==> src/rtl/muldiv_pkg.sv <==
// Shared constants and types for the iterative multiply/divide sequencer.
package muldiv_pkg;
  localparam int WIDTH = 19;

  localparam logic [1:0] OP_MUL  = 2'b00;
  localparam logic [1:0] OP_MULH = 2'b01;
  localparam logic [1:0] OP_DIV  = 2'b10;
  localparam logic [1:0] OP_REM  = 2'b11;

  typedef enum logic [1:0] {
    IDLE = 2'd0,
    CALC = 2'd1,
    DONE = 2'd2
  } state_t;

  localparam logic [WIDTH-1:0] DIV0_QUO = 19'h7FFFF;
endpackage

==> src/rtl/muldiv_if.sv <==
// E-stage request / result bundle between the pipeline control and muldiv_seq.
interface muldiv_if;
  import muldiv_pkg::*;

  logic             start;
  logic [1:0]       op;
  logic [WIDTH-1:0] srcA;
  logic [WIDTH-1:0] srcB;
  logic             flushE;
  logic             stall;
  logic             busy;
  logic             done;
  logic [WIDTH-1:0] result;

  modport master (output start, op, srcA, srcB, flushE,
                  input  stall, busy, done, result);
  modport slave  (input  start, op, srcA, srcB, flushE,
                  output stall, busy, done, result);
endinterface

==> src/rtl/muldiv_dp.sv <==
// Shift-add multiplier and restoring divider, one bit per step strobe.
// Outputs are the post-step values so the final result is visible in the last step cycle.
module muldiv_dp
  import muldiv_pkg::*;
(
  input  logic               clk,
  input  logic               rst,
  input  logic               load_i,
  input  logic               step_i,
  input  logic               is_div_i,
  input  logic [WIDTH-1:0]   a_i,
  input  logic [WIDTH-1:0]   b_i,
  output logic [2*WIDTH-1:0] prod_o,
  output logic [WIDTH-1:0]   quo_o,
  output logic [WIDTH-1:0]   rem_o
);
  logic [2*WIDTH-1:0] acc_q;
  logic [WIDTH-1:0]   opnd_q, quo_q;
  logic [WIDTH:0]     rem_q;

  logic [WIDTH:0]     sum, trial, rem_step;
  logic [WIDTH+1:0]   diff;
  logic [2*WIDTH-1:0] acc_step;
  logic [WIDTH-1:0]   quo_step;
  logic               unused_rem_msb;

  // acc = {partial product, remaining multiplier bits}; shifts right each step
  assign sum      = {1'b0, acc_q[2*WIDTH-1:WIDTH]} + (acc_q[0] ? {1'b0, opnd_q} : '0);
  assign acc_step = {sum, acc_q[WIDTH-1:1]};

  assign trial    = {rem_q[WIDTH-2:0], quo_q[WIDTH-1]};
  assign diff     = {1'b0, trial} - {2'b00, opnd_q};
  assign rem_step = diff[WIDTH+1] ? trial : diff[WIDTH:0];
  assign quo_step = {quo_q[WIDTH-2:0], ~diff[WIDTH+1]};

  // remainder < divisor < 2^19, so the top bit of the stored remainder is always 0
  assign unused_rem_msb = rem_q[WIDTH];

  assign prod_o = acc_step;
  assign quo_o  = quo_step;
  assign rem_o  = rem_step[WIDTH-1:0];

  always_ff @(posedge clk) begin
    if (rst) begin
      acc_q  <= '0;
      opnd_q <= '0;
      quo_q  <= '0;
      rem_q  <= '0;
    end else if (load_i) begin
      opnd_q <= is_div_i ? b_i : a_i;
      acc_q  <= {{WIDTH{1'b0}}, b_i};
      quo_q  <= a_i;
      rem_q  <= '0;
    end else if (step_i) begin
      if (is_div_i) begin
        quo_q <= quo_step;
        rem_q <= rem_step;
      end else begin
        acc_q <= acc_step;
      end
    end
  end
endmodule

==> src/rtl/muldiv_seq.sv <==
// Multi-cycle MUL/MULH/DIV/REM sequencer for the E stage: FSM, counter, stall/done.
// Define MULDIV_SIGNED_EN for two's complement operands (magnitude + sign fixup).
module muldiv_seq
  import muldiv_pkg::*;
(
  input  logic     clk,
  input  logic     rst,
  muldiv_if.slave  bus
);
  state_t             state_q, state_d;
  logic [4:0]         count_q, count_d;
  logic [1:0]         op_q;
  logic [WIDTH-1:0]   result_q, result_d;

  logic               accept, div0, load, step, is_div;
  logic [WIDTH-1:0]   a_mag, b_mag, quo, rem, quo_fx, rem_fx, calc_res;
  logic [2*WIDTH-1:0] prod, prod_fx;

  assign accept = (state_q == IDLE) && bus.start && !bus.flushE;
  assign div0   = bus.op[1] && (bus.srcB == '0);
  assign is_div = (state_q == IDLE) ? bus.op[1] : op_q[1];

`ifdef MULDIV_SIGNED_EN
  logic sa_q, sb_q;

  assign a_mag = bus.srcA[WIDTH-1] ? -bus.srcA : bus.srcA;
  assign b_mag = bus.srcB[WIDTH-1] ? -bus.srcB : bus.srcB;

  always_ff @(posedge clk) begin
    if (rst) begin
      sa_q <= 1'b0;
      sb_q <= 1'b0;
    end else if (load) begin
      sa_q <= bus.srcA[WIDTH-1];
      sb_q <= bus.srcB[WIDTH-1];
    end
  end

  // -2^18 / -1 falls out naturally: magnitude 2^18 re-reads as 19'h40000
  assign prod_fx = (sa_q ^ sb_q) ? -prod : prod;
  assign quo_fx  = (sa_q ^ sb_q) ? -quo  : quo;
  assign rem_fx  = sa_q ? -rem : rem;
`else
  assign a_mag   = bus.srcA;
  assign b_mag   = bus.srcB;
  assign prod_fx = prod;
  assign quo_fx  = quo;
  assign rem_fx  = rem;
`endif

  muldiv_dp u_dp (
    .clk      (clk),
    .rst      (rst),
    .load_i   (load),
    .step_i   (step),
    .is_div_i (is_div),
    .a_i      (a_mag),
    .b_i      (b_mag),
    .prod_o   (prod),
    .quo_o    (quo),
    .rem_o    (rem)
  );

  always_comb begin
    case (op_q)
      OP_MUL:  calc_res = prod_fx[WIDTH-1:0];
      OP_MULH: calc_res = prod_fx[2*WIDTH-1:WIDTH];
      OP_DIV:  calc_res = quo_fx;
      default: calc_res = rem_fx;
    endcase
  end

  always_comb begin
    state_d  = state_q;
    count_d  = count_q;
    result_d = result_q;
    load     = 1'b0;
    step     = 1'b0;
    case (state_q)
      IDLE: if (accept) begin
        load    = 1'b1;
        count_d = 5'd18;
        if (div0) begin
          state_d  = DONE;
          result_d = bus.op[0] ? bus.srcA : DIV0_QUO;
        end else begin
          state_d  = CALC;
        end
      end
      CALC: if (bus.flushE) begin
        state_d = IDLE;
      end else begin
        step    = 1'b1;
        count_d = count_q - 5'd1;
        if (count_q == 5'd0) begin
          state_d  = DONE;
          result_d = calc_res;
        end
      end
      default: state_d = IDLE;
    endcase
  end

  always_ff @(posedge clk) begin
    if (rst) begin
      state_q  <= IDLE;
      count_q  <= '0;
      op_q     <= '0;
      result_q <= '0;
    end else begin
      state_q  <= state_d;
      count_q  <= count_d;
      result_q <= result_d;
      if (load) op_q <= bus.op;
    end
  end

  assign bus.stall  = accept || (state_q == CALC);
  assign bus.busy   = (state_q != IDLE);
  assign bus.done   = (state_q == DONE);
  assign bus.result = result_q;
endmodule

==> src/flat_wrapper.sv <==
// flat-port wrapper written by rule: the top's interface ports become plain ports
module muldiv_seq_flat import muldiv_pkg::*;
  (clk, rst, bus_start, bus_op, bus_srcA, bus_srcB, bus_flushE, bus_stall, bus_busy, bus_done, bus_result);
  muldiv_if bus_i ();
  input  logic clk;
  input  logic rst;
  input wire logic [$bits(bus_i.start)-1:0] bus_start;
  input wire logic [$bits(bus_i.op)-1:0] bus_op;
  input wire logic [$bits(bus_i.srcA)-1:0] bus_srcA;
  input wire logic [$bits(bus_i.srcB)-1:0] bus_srcB;
  input wire logic [$bits(bus_i.flushE)-1:0] bus_flushE;
  output wire logic [$bits(bus_i.stall)-1:0] bus_stall;
  output wire logic [$bits(bus_i.busy)-1:0] bus_busy;
  output wire logic [$bits(bus_i.done)-1:0] bus_done;
  output wire logic [$bits(bus_i.result)-1:0] bus_result;
  assign bus_i.start = bus_start;
  assign bus_i.op = bus_op;
  assign bus_i.srcA = bus_srcA;
  assign bus_i.srcB = bus_srcB;
  assign bus_i.flushE = bus_flushE;
  assign bus_stall = bus_i.stall;
  assign bus_busy = bus_i.busy;
  assign bus_done = bus_i.done;
  assign bus_result = bus_i.result;
  muldiv_seq u_core (.clk(clk), .rst(rst), .bus(bus_i));
endmodule
==> config.mk <==
export PLATFORM = sky130hd
export DESIGN_NAME = muldiv_seq_flat
export DESIGN_NICKNAME = d
export VERILOG_FILES = /design/src/rtl/muldiv_pkg.sv /design/src/rtl/muldiv_if.sv /design/src/rtl/muldiv_dp.sv /design/src/rtl/muldiv_seq.sv /design/src/flat_wrapper.sv
export SDC_FILE = /design/constraint.sdc
export NUM_CORES = 1
export LEC_CHECK = 0
export CORE_MARGIN = 2
export CORE_UTILIZATION = 54
export DETAILED_ROUTE_END_ITERATION = 10
export PLACE_DENSITY = 0.73
export SETUP_SLACK_MARGIN = 0.15
export SLEW_MARGIN = 20
export SYNTH_ARGS = -nofsm -noshare
export SYNTH_HDL_FRONTEND = slang
export SYNTH_HIERARCHICAL = 1
export SYNTH_SLANG_ARGS = --single-unit
export TNS_END_PERCENT = 100
==> constraint.sdc <==
create_clock -name clk -period 3.6 [get_ports clk]
set_clock_uncertainty 0.2 [all_clocks]
set_input_delay 0.36 -clock clk [delete_from_list [all_inputs] [get_ports clk]]
set_output_delay 0.36 -clock clk [all_outputs]
set_load 0.05 [all_outputs]
After elaboration in Yosys (flattened, before gate mapping) --
Index checks and enable logic that the tools add are counted.
Word-level totals: register bits 122, input port bits 44, output and inout bits 22, logic and storage cells 74
Cells by class: add/sub/neg operators 3, equal/unequal tests 10, muxes and demuxes 29, bitwise operators 2, reduce and logical (&&, ||, !) cells 21
Operators with widths (count):
- two-way mux 19 bit | 14
- case mux 19 bit (3 select lines) | 1
- case mux 19 bit (2 select lines) | 1
- adder 19 x 19 -> 20 bit | 1
- subtractor 19 x 19 -> 20 bit | 1
- logical NOT 19 bit | 1
- two-way mux 5 bit | 2
- case mux 5 bit (2 select lines) | 1
- AND reduction 2 bit | 5
- two-way mux 2 bit | 4
- != test 2 x 1 -> 1 bit (second input constant) | 4
- nonzero test 2 bit | 4
- logical NOT 5 bit | 1
- two-way mux 1 bit | 5
- AND reduction 5 bit | 1
- subtractor 5 x 1 -> 5 bit (second input constant) | 1
- == test 2 x 1 -> 1 bit (second input constant) | 2
- == test 2 bit (second input constant) | 2
- logical NOT 2 bit | 2
- case mux 2 bit (2 select lines) | 1
- logical AND 1 bit | 3
- != test 3 x 2 -> 1 bit (second input constant) | 1
- AND reduction 3 bit | 1
- != test 2 bit (second input constant) | 1
- 4 further kinds | 5

Longest topological paths before layout --
Gate-level depths: netlist of the first run.
depth after elaboration 7, depth in mapped cells 16, depth with buffers taken out 13

By module --
Netlist of the first run, hierarchy kept.
Modules (own cells, without submodules):
- muldiv_dp | times used 1, cells an instance 912, area an instance 6772.7 sq um, seq. area each 1881.8 sq um
- muldiv_seq | times used 1, cells an instance 212, area an instance 2018.2 sq um, seq. area each 560.5 sq um

Worst setup path after synthesis of the first run --
OpenSTA, ideal clock, no wires.
path type reg2reg, start point reg u_core.u_dp.acc_q[0], end point reg u_core.result_q[15], in the netlist u_core/bus.result[15], library setup time 0.122 ns, arrival time 3.078 ns, data required time 3.278 ns, path slack 0.201 ns, stages on the path, launching flop included 14, buffers on the path 1, clock period less this slack 3.399 ns, path through dfxtp_1 clkbuf_1 and2_1 ha_1 fa_1 a21o_1 a221o_1 o2111ai_1 and2_1 o21ai_0 xnor2_1 mux4_2 o21ai_0 mux2i_1
On the way: cells in the longest elaborated chain, start to end 6
RTL lines:
- from (decl) | RTL line muldiv_dp.sv:17 | logic [2*WIDTH-1:0] acc_q;
- from (signal assigned) | RTL line muldiv_dp.sv:51 | acc_q <= {{WIDTH{1'b0}}, b_i};
- from (signal assigned) | RTL line muldiv_dp.sv:59 | acc_q <= acc_step;
- two-way mux 19 bit | RTL line muldiv_dp.sv:28 | assign sum = {1'b0, acc_q[2*WIDTH-1:WIDTH]} + (acc_q[0] ? {1'b0, opnd_q} : '0);
- adder 19 x 19 -> 20 bit | RTL line muldiv_dp.sv:28
- named net u_core.prod[34] | RTL line muldiv_seq.sv:17 | logic [2*WIDTH-1:0] prod, prod_fx;
- case mux 19 bit (3 select lines) | RTL line muldiv_seq.sv:65 | case (op_q)
- two-way mux 19 bit | RTL line muldiv_seq.sv:95 | if (count_q == 5'd0) begin
- two-way mux 19 bit | RTL line muldiv_seq.sv:90 | CALC: if (bus.flushE) begin
- case mux 19 bit (2 select lines) | RTL line muldiv_seq.sv:79 | case (state_q)
- to (signal assigned) | RTL line muldiv_seq.sv:113 | result_q <= result_d;
- to (decl) | RTL line muldiv_seq.sv:13 | logic [WIDTH-1:0] result_q, result_d;
The timed path passes the listed nets, and every way through them passes these cells. The select of a mux whose other input is x is not followed. A chain may end at the register's enable or synchronous reset.

Worst setup path after layout of the first run --
start point reg u_core.u_dp.acc_q[0], end point reg u_core.result_q[9], in the netlist u_core/bus.result[9]
Same word-level chain as after synthesis.

==> results of run 1 <==
[power by group]
part	switching [mW]	internal, mW	total, mW
combinational	0.470	0.346	0.815
sequential	0.0505	1.40	1.45
clock	0.720	1.05	1.77
[area by class of cell]
class                      instances  share of cell area [%]
clock buffer                      18                    4.27
timing repair buffer             115                    10.2
inverter                          51                    1.87
multi-input combinational        841                    55.7
sequential                       122                    23.8
clock inverter                    14                    1.56
tap                              216                    2.63
[layer usage]
metal	up-vias	track usage [%]	part of all wire, %
met5	-	0	0
met4	0	14.3	3.7
met3	53	7.87	8.3
met2	336	50.4	45
met1	4048	42.9	43
li1	4008	-	-
[cells in the final DEF (no fill, tap or decap), types with 4 or more instances in the layout]
cell type	synthesis	routed
sky130_fd_sc_hd__a221o_1	7	7
sky130_fd_sc_hd__inv_6	0	6
sky130_fd_sc_hd__nand2_1	139	139
sky130_fd_sc_hd__o21a_1	5	4
sky130_fd_sc_hd__mux2_2	4	4
sky130_fd_sc_hd__xnor2_1	13	13
sky130_fd_sc_hd__o211ai_1	8	8
sky130_fd_sc_hd__and3_1	7	7
sky130_fd_sc_hd__clkdlybuf4s50_1	0	64
sky130_fd_sc_hd__mux4_2	19	19
sky130_fd_sc_hd__and2_1	27	24
sky130_fd_sc_hd__ha_2	0	5
sky130_fd_sc_hd__mux2i_1	41	41
sky130_fd_sc_hd__clkbuf_16	0	17
sky130_fd_sc_hd__nor3_1	20	19
sky130_fd_sc_hd__or3_1	6	6
sky130_fd_sc_hd__nand2b_1	25	25
sky130_fd_sc_hd__a21o_1	19	19
sky130_fd_sc_hd__dfxtp_1	122	121
sky130_fd_sc_hd__a211o_1	4	4
sky130_fd_sc_hd__ha_1	40	32
sky130_fd_sc_hd__nor2_1	105	105
sky130_fd_sc_hd__xor2_1	12	11
sky130_fd_sc_hd__nor4_1	4	4
sky130_fd_sc_hd__nand3_1	14	14
sky130_fd_sc_hd__a211oi_1	24	22
sky130_fd_sc_hd__a31oi_1	23	22
sky130_fd_sc_hd__o21ba_1	7	7
sky130_fd_sc_hd__a32oi_1	4	4
sky130_fd_sc_hd__a21oi_1	130	123
sky130_fd_sc_hd__buf_4	39	47
sky130_fd_sc_hd__mux2_4	7	7
sky130_fd_sc_hd__o21ai_0	47	40
sky130_fd_sc_hd__a21oi_2	2	7
sky130_fd_sc_hd__o21ai_1	13	18
sky130_fd_sc_hd__inv_1	49	49
[synth_stat cells (all sizes together), types with 3 or more instances]
library cell,number
a211o,4
a211oi,24
a21o,19
a21oi,132
a221o,7
a31oi,23
a32oi,4
and2,27
and3,7
buf,57
clkbuf,53
dfxtp,122
ha,40
inv,51
mux2,11
mux2i,41
mux4,19
nand2,139
nand2b,25
nand3,14
nand3b,3
nand4,3
nor2,105
nor2b,3
nor3,22
nor4,4
nor4b,3
o2111a,3
o2111ai,3
o211ai,9
o21a,5
o21ai,60
o21ba,10
o311a,3
o31ai,4
or2,3
or3,6
xnor2,13
xor2,12
[registers in the layout, indices dropped and copies added (netlist names)]
register / count
u_core/u_dp/opnd_q: 19
u_core/op_q: 2
u_core/state_q: 2
u_core/bus.result: 19
u_core/u_dp/rem_q: 18
u_core/count_q: 5
u_core/u_dp/acc_q: 38
u_core/u_dp/quo_q: 19
[kinds of logic (layout without fill, tap and decap cells)]
family	Yosys count	in the layout	synth area share, %
AOI/OAI and AO/OA	330	330	23.7
xor gates and xnor gates	25	25	2.49
adders and majority gates	42	42	6.15
buffers and inverters	161	198	9.04
DFF	122	122	27.8
muxes	71	71	11.2
and+or+nand+nor	373	373	19.6
[what timing repair did]
| action | CTS | global route |
|---|---|---|
| gates resized for setup | 4 | 42 |
| setup endpoints to repair | 4 | 18 |
| setup buffers | 0 | 3 |
| hold endpoints to repair | 0 | 0 |
| pin swaps | 0 | 10 |
[critical path, stage by stage, from the launching register on]
cell                       delay [ns]
sky130_fd_sc_hd__dfxtp_2         0.33
sky130_fd_sc_hd__and2_4          0.16
sky130_fd_sc_hd__ha_4            0.16
sky130_fd_sc_hd__fa_2            0.36
sky130_fd_sc_hd__a21o_1          0.20
sky130_fd_sc_hd__a221o_1         0.37
sky130_fd_sc_hd__buf_6           0.14
sky130_fd_sc_hd__o21a_4          0.20
sky130_fd_sc_hd__o21ai_2         0.17
sky130_fd_sc_hd__nand2b_1        0.13
sky130_fd_sc_hd__xor2_2          0.18
sky130_fd_sc_hd__mux4_2          0.46
sky130_fd_sc_hd__o21ai_1         0.13
sky130_fd_sc_hd__mux2i_1         0.08
[stage by stage]
step           utilization [%]  cell area (sq um)  worst slack (ns)
2_1_floorplan                -               8790             0.201
3_3_place_gp              59.6               9480             0.174
3_5_place_dp              59.6               9480             0.145
4_1_cts                   63.5              10100             0.141
5_1_grt                   64.7              10300             0.110
6_report                  64.7              10300             0.215
[path summary, 6_finish.rpt]
path                                            start                    end  depth (start not counted)
worst max-delay path             u_core/u_dp/acc_q[0]   u_core/bus.result[9]                         13
worst min-delay path                              rst         u_core/op_q[1]                          2
worst max register to register   u_core/u_dp/acc_q[0]   u_core/bus.result[9]                         13
worst min register to register  u_core/u_dp/acc_q[22]  u_core/u_dp/acc_q[22]                          2
==> flow_results.org, run 1 <==
** Timing
- The count of pins over their slew limit was 0.
- Post-route fraction of the period consumed by the critical path :: 94.0%
- Slew Limit Headroom :: 28.5%
- Setup violations remaining at the end of the flow were counted as 0.
- For the pin with the worst max-slew slack, the measured transition is 1.07 ns.
- For the final routed database, the setup TNS stands at 0 ns.
- Across all hold checks on the routed design, the worst slack comes to 0.170 ns.
- Final period demand of the worst path :: 3.38 ns
- Highest clock rate :: 295 MHz
- The final-report hold violation count is 0.
- Setup repair after global routing could not meet its margin everywhere.

** Clock tree
- TritonCTS clock tree :: done
- Count of clock tree sinks :: 122
- CTS built an H-tree with a depth of 4.
- Clock-pin slew was measured on the worst setup and hold paths at 0.06 ns.
- Master cell of the clock root buffer :: sky130_fd_sc_hd__clkbuf_16
- TritonCTS created 17 clock buffers.
- Hold repair after CTS inserted 0 buffers.
- Insertion delay to the later sink of the worst-skew pair :: 0.43 ns
- Maximum clock path buffer count :: 2

** Yosys
- Counting flops with an async set or reset pin after synthesis yields a share of 0%.
- Top flip-flop cell by instance count after synthesis :: sky130_fd_sc_hd__dfxtp_1
- The netlist uses 73 different library cells.
- Count of flip-flops with a built-in enable after synthesis :: 0
- Share of the synthesized area in the top cell type :: 27.8%
- Yosys attributes the largest share of cell area to sky130_fd_sc_hd__dfxtp_1 (28%), sky130_fd_sc_hd__a21oi_1 (7.4%), sky130_fd_sc_hd__nand2_1 (5.9%), sky130_fd_sc_hd__ha_1 (5.7%), sky130_fd_sc_hd__mux4_2 (4.9%).
- Cell area after technology mapping :: 8790 sq um
- Post-synth net total :: 1210
- Yosys Warn Count :: 6
- Number of storage elements in the synthesis netlist :: 122
- The largest total area in the synthesized netlist belongs to sky130_fd_sc_hd__dfxtp_1.
- Sequential elements use 27.8% of the synthesized area.
- Mean instance size in the synthesized netlist :: 7.82 sq um
- Synthesis produced a netlist whose cell count is 1124.

** Global route
- Vias in the first global route :: 7920
- Across every metal layer, demand over resource in global routing totals 32.5%.
- Initial antenna violation count :: 0
- Global-route wire length before repair :: 44000 um
- Gr ovfl total :: 0
- Entering global routing, the biggest net connects 63 pins.

** Die
- 66 I/O pins were placed.
- The floorplan step defined a die boundary enclosing 17300 sq um.
- In this run the vertical extent of the chip is 132 um.
- The die is 132 um wide.
- Standard cell core area :: 15900 sq um
- In this run the core area contains 46 standard-cell rows.
- Initial standard-cell utilization of the core :: 55.3%

** Placement
- HPWL after detailed placement :: 20300 um
- Routability-driven placement finished with a final weighted congestion of 0.973.
- Number of port buffers :: 65
- In this run, placement finished with an instance count of 1342.

** Final layout
- Nets :: 1234
- Leaving out filler cells and counting taps, the final layout contains 1377.
- Antenna diode count :: 0
- The multi-input combinational cells in the finished layout cover a total of 5720 sq um.
- Fill cells in the final layout number 1388.
- From synthesis to final layout, the design area changed by 16.9%.
- In the final layout, the share of cells above drive strength 1 is 13.8%.
- FF/Latch Area :: 2440 sq um

** Setup path
- Nature of the critical path startpoint :: flip-flop
- In this run the register-to-register setup slack is 0.22 ns.
- Largest fanout on the critical path :: 4
- STA puts the critical path data arrival time at 3.50 ns.
- Worst EP required :: 3.71 ns
- Endpoint class of the critical path :: flip-flop
- The setup path with the least slack is of type flip-flop to flip-flop.

** Pwr
- The analysis attributes to cell leakage a power of 4.33 nW.
- Total Power Consumption :: 4.04 mW
- Worst voltage drop across the vdd grid :: 414 uV
- Total power per unit cell area :: 393 nW/um^2

** Routing
- Vias after detailed routing :: 8445
- For this block, the initial DRC count from the detailed router was 948.
- Antenna Violating Nets Remaining :: 0
- Wire length reported by the detailed router :: 28400 um
- Using the TritonRoute via totals, the vias-per-cell ratio works out to 6.13.
- Routed length per instance :: 20.6 um
- In the routed design, unresolved DRC markers number 0.
- TritonRoute pass-1 iters :: 5

** Outcome
- The run finished with clean final reports.

** Flow run
- Max-cap violations in this run came to 0.

** Worst hold path
- The min-delay analysis places its worst path in the category primary input to flip-flop.
Power figures use the tool's default switching activity.
==> inputs of run 2 (changes only) <==
--- a/config.mk
+++ b/config.mk
@@ -15,4 +15,4 @@
 export SYNTH_HDL_FRONTEND = slang
 export SYNTH_HIERARCHICAL = 1
 export SYNTH_SLANG_ARGS = --single-unit
-export TNS_END_PERCENT = 100
+export TNS_END_PERCENT = 50
==> run 2 against run 1 <==
Compared with the run above:
- non-clock buffer count decreased by 2
- global-route usage about the same
- total power about the same
- flip-flop and latch count unchanged
- worst hold slack improved by 0.0034 ns
- count of clock-buffer cells in the layout unchanged
- combinational power about the same
- die area unchanged
- sequential power about the same
- maximum frequency increased by 0.26%
==> flow_results.org, run 2 (same netlist as run 1, synthesis figures left out) <==
** Outcome
- The run finished with clean final reports.

** Global route
- Vias in the first global route :: 7918 (-0.025%)
- Overall global routing resource usage :: 32.5% (about the same)
- The initial antenna violation count is 0 (unchanged).
- The total congestion overflow after global routing was 0 (unchanged).
- Global-route wire length before repair :: 44000 um (about the same)
- The largest net degree at the start of global routing came to 63 (unchanged).

** Routing
- The number of vias after detailed routing is 8501 (+0.66%).
- DRC violation total after the first TritonRoute iteration :: 896 (-5.5%)
- Routed length per instance :: 20.5 um (-0.25%)
- Routed vias/inst :: 6.18 (+0.81%)
- The post-detailed-route count of antenna-violating nets is 0 (unchanged).
- TritonRoute pass-1 iters :: 8 (+3)
- Residual DRC count :: 0 (unchanged)
- Wire length reported by the detailed router :: 28300 um (-0.40%)

** Timing
- The count of pins over their slew limit came to 0 (unchanged).
- Post-route fraction of the period consumed by the critical path :: 93.8% (-0.24 points)
- Worst setup margin :: 0.224 ns (+0.00862 ns)
- Transition time of the tightest slew-check pin :: 1.07 ns (+0.000373 ns)
- Slew Limit Headroom :: 28.5% (about the same)
- The minimum clock period was 3.38 ns (-0.00862 ns).
- The final-layout setup total negative slack came to 0 ns (unchanged).
- The final-report setup violation count came to 0 (unchanged).
- Highest clock rate :: 296 MHz (+0.26%)
- Final Hold Viols :: 0 (unchanged)
- Unrepaired setup endpoints after global routing :: true

** Die
- Width of the chip :: 132 um (unchanged)
- Standard cell core area :: 15900 sq um (unchanged)
- The overall die height was 132 um (unchanged).
- Rows :: 46 (unchanged)
- The full die area was 17300 sq um (unchanged).
- The starting density of the core came to 55.3% (unchanged).
- The number of top-level pins is 66 (unchanged).

** Setup path
- Endpoint class of the critical path :: flip-flop
- The critical path required time came to 3.71 ns (about the same).
- Worst endpoint data arrival time :: 3.49 ns (about the same)
- Nature of the critical path startpoint :: flip-flop
- Largest fanout on the critical path :: 4 (unchanged)
- The worst setup path is of the flip-flop to flip-flop kind.

** Pwr
- The reported leakage power was 4.32 nW (-0.23%).
- Total power per unit cell area :: 394 nW/um^2 (+0.25%)
- The largest voltage drop on the vdd net was 413 uV (-0.33%).

** Final layout
- u_core/u_dp/acc_q holds more flip-flops than any other register.
- Antenna diode count :: 0 (unchanged)
- Nets :: 1232 (-0.16%)
- The flip-flop count of the largest register, all copies and words added came to 38 (unchanged).
- Fraction of layout instances using a drive strength above 1 :: 13.7% (-0.063 points)
- Relative to the synthesized area, the layout overhead comes to 16.6%.
- The final design area excluding fillers was 10200 sq um (-0.30%).
- Leaving out fill and tap cells, the most frequent cell in the layout is sky130_fd_sc_hd__nand2_1.
- In the layout the commonest cells are sky130_fd_sc_hd__nand2_1 (139), sky130_fd_sc_hd__a21oi_1 (123), sky130_fd_sc_hd__dfxtp_1 (120).

** Clock tree
- Insertion delay to the later sink of the worst-skew pair :: 0.43 ns (about the same)
- Count of clock tree sinks :: 122 (unchanged)
- The clock slew at the register clock pins of the worst setup and hold paths is 0.06 ns (about the same).
- TritonCTS clock tree :: done
- H-tree Lvls :: 4 (unchanged)
- The clock tree buffer depth was 2 (unchanged).
- The CTS buffer count is 17 (unchanged).
- Master cell of the clock root buffer :: sky130_fd_sc_hd__clkbuf_16

** Placement
- Number of port buffers :: 65 (unchanged)
- The setup slack after placement is 0.145 ns (unchanged).
- The post-detailed-placement half-perimeter wirelength is 20300 um (unchanged).
- Cell area after placement :: 9480 sq um (unchanged)
- The weighted congestion reported at the end of routability-driven placement was 0.973 (unchanged).

** Flow run
- Maximum Capacitance Violations :: 0 (unchanged)

** Worst hold path
- The min-delay analysis places its worst path in the category primary input to flip-flop.
[run 2: repair_timing]
| item | in CTS | in global routing |
|---|---|---|
| cloned | 0 | 0 |
| pin swaps | 0 | 6 |
| setup endpoints to repair | 4 | 18 |
| buffers inserted | 0 | 1 |
| resized for setup | 2 | 42 |
| endpoints found under the hold margin | 0 | 0 |
| hold buffers | 0 | 0 |
[run 2: worst max-delay path, cell delays in order, from the launching register on]
cell and delay [ns]:
sky130_fd_sc_hd__dfxtp_2 0.33, sky130_fd_sc_hd__and2_1 0.15, sky130_fd_sc_hd__ha_2 0.18, sky130_fd_sc_hd__fa_2 0.35, sky130_fd_sc_hd__a21o_1 0.18, sky130_fd_sc_hd__a221o_1 0.36
sky130_fd_sc_hd__buf_4 0.17, sky130_fd_sc_hd__o21a_4 0.22, sky130_fd_sc_hd__o21ai_2 0.15, sky130_fd_sc_hd__nand2b_1 0.10, sky130_fd_sc_hd__xor2_1 0.18, sky130_fd_sc_hd__mux4_2 0.47
sky130_fd_sc_hd__o21ai_1 0.13, sky130_fd_sc_hd__mux2i_1 0.08
[run 2: metrics by stage]
| stage | total power [mW] | std cells | hold slack, ns | util, % |
|---|---|---|---|---|
| 2_1_floorplan | 2.01 | 1124 | 0.232 | - |
| 3_3_place_gp | 2.23 | 1342 | 0.252 | 59.6 |
| 3_5_place_dp | 2.24 | 1342 | 0.254 | 59.6 |
| 4_1_cts | 4.01 | 1374 | 0.165 | 63.5 |
| 5_1_grt | 4.17 | 1375 | 0.179 | 64.5 |
| 6_report | 4.04 | 1375 | 0.174 | 64.5 |
[run 2: layout make-up]
| cell class | count | area [sq um] |
|---|---|---|
| Timing Repair Buffer | 113 | 1030 |
| Multi-Input combinational cell | 841 | 5710 |
| Fill cell | 1395 | 5640 |
| Sequential cell | 122 | 2440 |
| Clock buffer | 18 | 439 |
| Tap cell | 216 | 270 |
| Inverter | 51 | 193 |
| Clock inverter | 14 | 160 |
[run 2: power breakdown]
part	internal [mW]	leakage [nW]	total, mW	switching (mW)
Clock	1.05	0.287	1.78	0.722
Combinational	0.342	3.04	0.812	0.469
Sequential	1.40	0.993	1.45	0.0503
[run 2: worst paths after layout]
path / start / end / slack [ns] / cells past startpoint
worst min register to register: u_core/u_dp/acc_q[22] / u_core/u_dp/acc_q[22] / 0.26 / 2
worst max register to register: u_core/u_dp/acc_q[0] / u_core/bus.result[9] / 0.22 / 13
worst max-delay path: u_core/u_dp/acc_q[0] / u_core/bus.result[9] / 0.22 / 13
worst min-delay path: rst / u_core/u_dp/acc_q[2] / 0.17 / 2
[run 2: routing by layer]
layer	track usage, %	wire length, um	up-vias
li1	-	-	4016
met1	42.9	11700	4022
met2	50.3	12600	395
met3	7.87	2790	68
met4	14.3	1110	0
met5	0	0	-
==> RTL change, RTL diff (config.mk and constraints of run 2) <==
Take the reset off `result_q` and load it in a clocked block of its own.
--- a/src/rtl/muldiv_seq.sv
+++ b/src/rtl/muldiv_seq.sv
@@ -106,13 +106,15 @@
       state_q  <= IDLE;
       count_q  <= '0;
       op_q     <= '0;
-      result_q <= '0;
     end else begin
       state_q  <= state_d;
       count_q  <= count_d;
-      result_q <= result_d;
       if (load) op_q <= bus.op;
     end
+  end
+
+  always_ff @(posedge clk) begin
+    result_q <= result_d;
   end
 
   assign bus.stall  = accept || (state_q == CALC);
Function: changed (Yosys sat finds a counterexample within 4 cycles, from zero or initial values and one cycle with rst high).
==> RTL change against run 2 <==
  * Synthesized area down 1.5%
  * Count of clock-buffer cells in the layout up 5
  * Die area down 1.5%
  * Sequential power up 3%
  * Sequential cell count unchanged
  * Maximum frequency down 2.5%
  * Hold slack worse by 0.015 ns
  * Utilization up 0.22 points
  * Clock power down 9.6%
  * Routed wire length down 6.6%
  * Setup slack worse by 0.085 ns
  * Design area down 0.39%
  * Highest routed layer unchanged
  * Total power up 0.83%
  * First-iteration DRC count down 3.3%
==> RTL change: results (changes against run 2) <==
| Metric | Value |
|---|---|
| Sum of routed wire length over all layers | `26400 um (-6.6%)` |
| Cell internal power dissipation | `2844 uW (+1.7%)` |
| Total track usage | `31.41% (-1.1 points)` |
| Sequential area share after synthesis | `30.41% (+2.6 points)` |
| Fraction of synthesized cell area in xor and xnor cells | `2.530% (+0.039 points)` |
| Cell area after placement | `0.009484 mm2 (about the same)` |
| Synth Net Count | `1174 (-3.0%)` |
| Post-synthesis adder-cell area fraction | `6.245% (+0.096 points)` |
| Fraction of synthesized area in multiplexers | `8.991% (-2.3 points)` |
| Met1 Wirelength | `11300 um (-3.7%)` |
| Share of layout cells above drive strength 1 | `15.07% (+1.4 points)` |
| Number of DRC markers after the initial detailed-route iteration | `866 (-3.3%)` |
| Static power due to leakage | `0.004202 uW (-2.8%)` |
| Top cells by count, synth | `nand2_1 (144), a21oi_1 (133), nor2_1 (122)` |
| Maximum fanout along the worst path | `6 (+2)` |
| Highest routed layer | `met4` |
| Count of flip-flops with a built-in enable after synthesis | `19 (+19)` |
| DP Wirelength | `19290 um (-4.9%)` |
| Peak supply drop | `333.4 uV (-19%)` |
| Routability-driven placement congestion ratio | `0.9384 (-3.5%)` |
| Wire length of the first global-routing pass | `41120 um (-6.6%)` |
| Max-slew headroom | `41.81% (+13 points)` |
| Area fraction in compound gates after synthesis | `23.20% (-0.50 points)` |
| Routed length on met2 | `12240 um (-3.0%)` |
| Clock latency of the later-clocked register in the worst-skew pair | `0.41 ns (-0.02 ns)` |
| Vias in the first global route | `7580 (-4.3%)` |
| Type of the worst min-delay path | `primary input to flip-flop` |
| Arrival @ worst endpoint | `3.38 ns (-0.11 ns)` |
| Result of the run | `finished, final reports clean` |
| Detailed-routing iteration count for the pre-antenna-repair pass | `5 (-3)` |
==> RTL change: metal layers <==
metal | GRT usage, % | up-vias
li1 | - | 3917
met1 | 42.07 | 3923
met2 | 50.37 | 335
met3 | 6.393 | 66
met4 | 11.70 | 0
met5 | 0 | -
==> RTL change: worst paths after layout <==
| check | startpoint | end | slack [ns] | cells after the start |
|---|---|---|---|---|
| worst max-delay path | u_core/u_dp/acc_q[0]$_SDFFE_PP0P_ | u_core/bus.result[15]$_DFFE_PP_ | 0.14 | 12 |
| worst min-delay path | rst | u_core/u_dp/acc_q[37]$_SDFFE_PP0P_ | 0.16 | 4 |
| worst min register to register | u_core/op_q[0]$_SDFFE_PP0P_ | u_core/op_q[0]$_SDFFE_PP0P_ | 0.26 | 2 |
| worst max register to register | u_core/u_dp/acc_q[0]$_SDFFE_PP0P_ | u_core/bus.result[15]$_DFFE_PP_ | 0.14 | 12 |
==> RTL change: worst register-to-register path: cells and delay by family (launching register included) <==
kind / cells / cell delay, ns
AO/OA/AOI/OAI: 5 / 0.98
adder cells (fa/ha/maj): 2 / 0.57
multiplexers: 1 / 0.46
AND/OR/NAND/NOR: 3 / 0.45
flip-flops: 1 / 0.34
XOR/XNOR: 1 / 0.17
==> RTL change: cell families after synthesis <==
logic type,after synthesis
buf+inv,158
fa+ha+maj,42
mux,50
compound gates,314
xor+xnor,25
simple gates,377
flops,122
==> RTL change: final cells by class <==
type                       count  area (um2)
inverter                      53       200.2
multi-input combinational    808        5399
clock inverter                 8       70.07
fill                        1396        5564
sequential                   122        2636
tap                          216       270.3
timing repair buffer         127        1152
clock buffer                  23       478.0
==> RTL change: per-stage QoR <==
stage / worst slack [ns] / instances
6_report: 0.1388 / 1357
5_1_grt: 0.06516 / 1357
4_1_cts: 0.1254 / 1355
3_5_place_dp: 0.1016 / 1324
3_3_place_gp: 0.1370 / 1324
2_1_floorplan: 0.1911 / 1088
==> RTL change: what timing repair did <==
action                                  CTS  global route
setup buffers                             0             2
pin swaps                                 1            12
endpoints found under the setup margin    7            19
resized for setup                         4            41
==> RTL change: power by group through the flow <==
stage / clock [uW] / combinational, uW / sequential [uW]
finish: 1610 / 967 / 1500
global route: 1680 / 1040 / 1500
CTS: 1620 / 922 / 1500
detailed placement: 0 / 917 / 1520
global placement: 0 / 909 / 1520
floorplan: 0 / 622 / 1530
